## config.mk

```make
export PLATFORM = sky130hd
export DESIGN_NAME = wb_port_scheduler
export DESIGN_NICKNAME = d
export VERILOG_FILES = /design/src/rtl/wb_port_scheduler.sv
export SDC_FILE = /design/constraint.sdc
export NUM_CORES = 1
export LEC_CHECK = 0
export CAP_MARGIN = 20
export CORE_UTILIZATION = 40
export DETAILED_ROUTE_END_ITERATION = 16
export GPL_ROUTABILITY_DRIVEN = 1
export PLACE_DENSITY = 0.66
export SKIP_CTS_REPAIR_TIMING = 1
export SLEW_MARGIN = 20
export SYNTH_ARGS = -nofsm -noshare
export SYNTH_HDL_FRONTEND = slang
export SYNTH_SLANG_ARGS = --single-unit
```

## constraint.sdc

```tcl
create_clock -name CLK -period 3.8 [get_ports CLK]
set_clock_uncertainty 0.05 [all_clocks]
set_input_delay 0.38 -clock CLK [delete_from_list [all_inputs] [get_ports CLK]]
set_output_delay 0.38 -clock CLK [all_outputs]
set_load 0.005 [all_outputs]
```

## src/rtl/wb_port_scheduler.sv

```systemverilog
// Write-back port scheduler: arbitrates the single register-file write port between
// the in-order WB stage and a small in-order FIFO of long-latency unit results.
module wb_port_scheduler #(
    parameter int DEPTH        = 2,
    parameter int STARVE_LIMIT = 4
) (
    input  logic        CLK,
    input  logic        Reset,
    input  logic        WB_Valid,
    input  logic        WB_RegWre,
    input  logic [4:0]  WB_Rd,
    input  logic [1:0]  WB_Src,
    input  logic        LU_Valid,
    input  logic [4:0]  LU_Rd,
    input  logic [31:0] LU_Data,
    output logic        LU_Ready,
    output logic [1:0]  DBDataSrc,
    output logic [31:0] LUDataOut,
    output logic        RegWre,
    output logic [4:0]  WriteReg,
    output logic        Stall,
    output logic        LU_Pending
);

    localparam int PTR_W  = $clog2(DEPTH);
    localparam int CNT_W  = PTR_W + 1;
    localparam int WAIT_W = $clog2(STARVE_LIMIT + 1);

    localparam logic [CNT_W-1:0]  FULL_CNT = CNT_W'(DEPTH);
    localparam logic [WAIT_W-1:0] LIMIT    = WAIT_W'(STARVE_LIMIT);
    localparam logic [1:0]        SRC_LU   = 2'b11;

    logic [4:0]        rdMem   [DEPTH];
    logic [31:0]       dataMem [DEPTH];
    logic [PTR_W-1:0]  rdPtr;
    logic [PTR_W-1:0]  wrPtr;
    logic [CNT_W-1:0]  count;
    logic [WAIT_W-1:0] waitCnt;

    logic fifoEmpty;
    logic fifoFull;
    logic pipeWr;
    logic forceDrain;
    logic pop;
    logic push;
    logic bypass;

    function automatic logic [WAIT_W-1:0] satInc(input logic [WAIT_W-1:0] v);
        return (v >= LIMIT) ? LIMIT : v + WAIT_W'(1);
    endfunction

    assign fifoEmpty  = (count == '0);
    assign fifoFull   = (count == FULL_CNT);
    assign pipeWr     = WB_Valid & WB_RegWre & (WB_Rd != 5'd0);
    assign forceDrain = !Reset & !fifoEmpty & (waitCnt >= LIMIT);

    // The head leaves either by force or whenever the pipeline leaves the port free.
    assign pop        = !Reset & !fifoEmpty & (forceDrain | !pipeWr);
    assign bypass     = !Reset & fifoEmpty & !pipeWr & LU_Valid & (LU_Rd != 5'd0);
    assign LU_Ready   = !Reset & (!fifoFull | pop);
    assign push       = LU_Valid & LU_Ready & (LU_Rd != 5'd0) & !bypass;
    assign LU_Pending = !Reset & !fifoEmpty;

    always_comb begin
        RegWre    = 1'b0;
        WriteReg  = 5'd0;
        DBDataSrc = 2'b00;
        LUDataOut = 32'd0;
        Stall     = 1'b0;
        if (!Reset) begin
            if (forceDrain) begin
                Stall     = 1'b1;
                RegWre    = 1'b1;
                WriteReg  = rdMem[rdPtr];
                DBDataSrc = SRC_LU;
                LUDataOut = dataMem[rdPtr];
            end else if (pipeWr) begin
                RegWre    = 1'b1;
                WriteReg  = WB_Rd;
                DBDataSrc = WB_Src;
            end else if (!fifoEmpty) begin
                RegWre    = 1'b1;
                WriteReg  = rdMem[rdPtr];
                DBDataSrc = SRC_LU;
                LUDataOut = dataMem[rdPtr];
            end else if (bypass) begin
                RegWre    = 1'b1;
                WriteReg  = LU_Rd;
                DBDataSrc = SRC_LU;
                LUDataOut = LU_Data;
            end else if (WB_Valid) begin
                DBDataSrc = WB_Src;
            end
        end
    end

    // Queue storage carries data only; validity is tracked by the pointers and count.
    always_ff @(posedge CLK) begin
        if (push) begin
            rdMem[wrPtr]   <= LU_Rd;
            dataMem[wrPtr] <= LU_Data;
        end
    end

    always_ff @(posedge CLK or posedge Reset) begin
        if (Reset) begin
            rdPtr   <= '0;
            wrPtr   <= '0;
            count   <= '0;
            waitCnt <= '0;
        end else begin
            if (push) wrPtr <= wrPtr + PTR_W'(1);
            if (pop)  rdPtr <= rdPtr + PTR_W'(1);
            case ({push, pop})
                2'b10:   count <= count + CNT_W'(1);
                2'b01:   count <= count - CNT_W'(1);
                default: count <= count;
            endcase
            if (pop || fifoEmpty) waitCnt <= '0;
            else                  waitCnt <= satInc(waitCnt);
        end
    end

endmodule

```

==> run_results.csv <==
group,metric,value,unit
yosys,synth.net_count,295,
yosys,yosysUniqueCellTypes,38,
setup_path,arrival,2810,ps
job,max_cap_viol_count,0,
global_route,antenna_found_initial,0,
placed_design,place.gp.congestion,0.7822,
global_route,grt_max_degree,36,
route,wirelength,7.531,mm
finish,multiInputGateArea,1216,sq um
floorplanning,fp.dieH,98.70,microns
setup_path,r2r-start,"count[1]$_DFFE_PP0P_",
floorplanning,core,8891,sq um
floorplanning,ios,92,
clocking,cts_sinks,81,
route,wl_per_cell,16.81,microns
sta,rsz0062_at_grt,"no",
run_status,status,"complete, no violations",
placed_design,hpwl,5.061,mm
sta,holdWs,450.6,ps
hold_path,hold_start,"waitCnt[0]$_DFF_PP0_",
finish,diodes,0,
yosys,ys_seq_elements,81,
floorplanning,die_area,9741,sq um
setup_path,worstSetupStartpoint,"Reset",
route,drtIter0Drc,64,
placed_design,pre_cts_ws,586.5,ps
setup_path,slowest_delay,630,ps
yosys,syn-cell-area,3740,sq um
sta,hold_violations,0,
global_route,track_usage,0.1652,
route,avgViaCountPerCell,5.342,
clocking,cts_max_level,3,
placed_design,dp_cells,432,
global_route,grt_pass1_vias,2325,
setup_path,cp_max_fo,20,
global_route,overflow,0,
finish,layout_common_cells,"clkdlybuf4s50_1 (91), edfxtp_1 (74), mux2i_1 (37)",
sta,fin_crit,3235,ps
floorplanning,num_rows,34,
sta,tns,0,ps
finish,fin_nets,387,
route,ant_nets,0,
clocking,tritoncts,"done",
setup_path,cp_common_cell,"clkdlybuf4s50_1",
pwr,power_density,576.6,nW/um^2
route,via_count,2393,
route,firstDrtPassIters,4,
finish,fillers,743,
sta,fmax,0.3091,GHz
sta,drv_slew,0,
finish,layout_commonest_cell,"clkdlybuf4s50_1",
setup_path,crit_path_end_kind,"primary output",
finish,drive_above_1_share,0.1382,
sta,setup_violations,0,
yosys,yosysSeqAreaShare,0.6410,
sta,setup_slack,565.0,ps
sta,tightestPinTransition,699.1,ps
finish,stdcell_count,448,
sta,max-slew-margin-rel,0.5340,
yosys,avgSynthCellArea,15.39,sq um
clocking,clockRootBuffer,"clkbuf_8",
yosys,yosys_warnings,0,
pwr,ir_drop,0.2607,mV
sta,min_period_over_period,0.8513,
floorplanning,die_w,98.70,microns
setup_path,slowest_stage,"clkdlybuf4s50_1",
pwr,cellLeakagePower,1.744,nW
finish,area_delta_synth_final,32.95,%
setup_path,worst_setup_path_start_kind,"primary input",
setup_path,crit_type,"in -> out",
clocking,cts.path.max_buffers,2,
hold_path,holdCritPathClass,"reg -> reg",
placed_design,port_buffers,91,
route,drc,0,
global_route,grt_pass1_wl,12.32,mm
yosys,syn_inst,243,
setup_path,cp.required,3370,ps
setup_path,path_cells,"clkdlybuf4s50_1, a211oi_2, and3_2, buf_4, o2bb2ai_1, clkdlybuf4s50_1",
clocking,clock_latency,340,ps
finish,seq_area,2399,sq um
floorplanning,start_util,0.4206,
clocking,cts_inserted_buffers,9,
clocking,path_clk_slew,80,ps
## cell usage after synthesis, drive strengths merged
| cell | n | area share |
|---|---|---|
| o31a | 2 | 0.0050 |
| nor3b | 1 | 0.0020 |
| nor3 | 5 | 0.0067 |
| and2 | 1 | 0.0020 |
| o21ai | 2 | 0.0037 |
| nor2 | 6 | 0.0060 |
| o311ai | 1 | 0.0023 |
| and3 | 2 | 0.0033 |
| edfxtp | 74 | 0.59 |
| o211a | 1 | 0.0027 |
| nor4 | 2 | 0.0033 |
| a21o | 5 | 0.010 |
| or3 | 1 | 0.0030 |
| o2bb2ai | 32 | 0.093 |
| xnor2 | 4 | 0.0094 |
| mux2i | 37 | 0.099 |
| inv | 7 | 0.0070 |
| xor2 | 1 | 0.0023 |
| o211ai | 6 | 0.013 |
| a211oi | 1 | 0.0033 |
| clkbuf | 8 | 0.0084 |
| nor4b | 1 | 0.0023 |
| dfrtp | 7 | 0.047 |
| buf | 10 | 0.025 |
| a21oi | 21 | 0.028 |
| or2 | 1 | 0.0017 |
| o31ai | 1 | 0.0057 |
| ha | 3 | 0.010 |
## per-layer routing
layer | vias to the layer above | track usage | share of wire
met5 | - | 0 | 0
met4 | 0 | 0.04822 | 0.012
met3 | 11 | 0.03830 | 0.049
met2 | 80 | 0.2470 | 0.45
met1 | 1144 | 0.2411 | 0.49
li1 | 1158 | - | -
## layout make-up
| type | instances | area share |
|---|---|---|
| clock inverters | 7 | 0.01535 |
| inverters | 7 | 0.005284 |
| well taps | 108 | 0.02718 |
| repair buffers | 99 | 0.2003 |
| multi-input cells | 137 | 0.2446 |
| clock buffers | 9 | 0.02491 |
| flip-flops and latches | 81 | 0.4824 |
## sequential cells by signal, summed over array words and instances (netlist names)
register / cells
rdMem: 10
rdPtr: 1
waitCnt: 3
count: 2
wrPtr: 1
dataMem: 64
## final timing paths
path	depth (start not counted)	slack, ps	end
min	1	450	waitCnt[0]$_DFF_PP0_
min reg2reg	1	450	waitCnt[0]$_DFF_PP0_
max	6	560	LUDataOut[17]
min in group asynchronous	2	600	waitCnt[2]$_DFF_PP0_
max reg2reg	5	1580	dataMem[0][28]$_DFFE_PP_
max in group asynchronous	2	2810	rdPtr$_DFFE_PP0P_
## kinds of logic after synthesis
| family | share of synthesized area |
|---|---|
| flip-flops | 0.6410 |
| AO/OA/AOI/OAI | 0.1676 |
| multiplexers | 0.09903 |
| buffers and inverters | 0.04015 |
| AND/OR/NAND/NOR | 0.03045 |
| XOR/XNOR | 0.01171 |
| adder cells (fa/ha/maj) | 0.01004 |
## power breakdown
part           internal (mW)  switching, mW
clock                  0.308          0.315
sequential              1.11          0.135
combinational          0.550          0.445
total                   1.97          0.895
## worst max-delay path, delay by kind of cell
| kind | cells | cell delay (ps) |
|---|---|---|
| AND/OR/NAND/NOR | 1 | 270 |
| buffers and inverters | 3 | 1440 |
| AO/OA/AOI/OAI | 2 | 700 |
## per-stage QoR
step	utilization	area (sq um)	power [mW]
global placement	0.5367	4772	2.267
finish	0.5592	4972	2.867
CTS	0.5592	4972	2.909
floorplan	-	3740	1.825
global route	0.5592	4972	3.032
detailed placement	0.5367	4772	2.280
No activity file was read; power rests on OpenSTA's default activity.
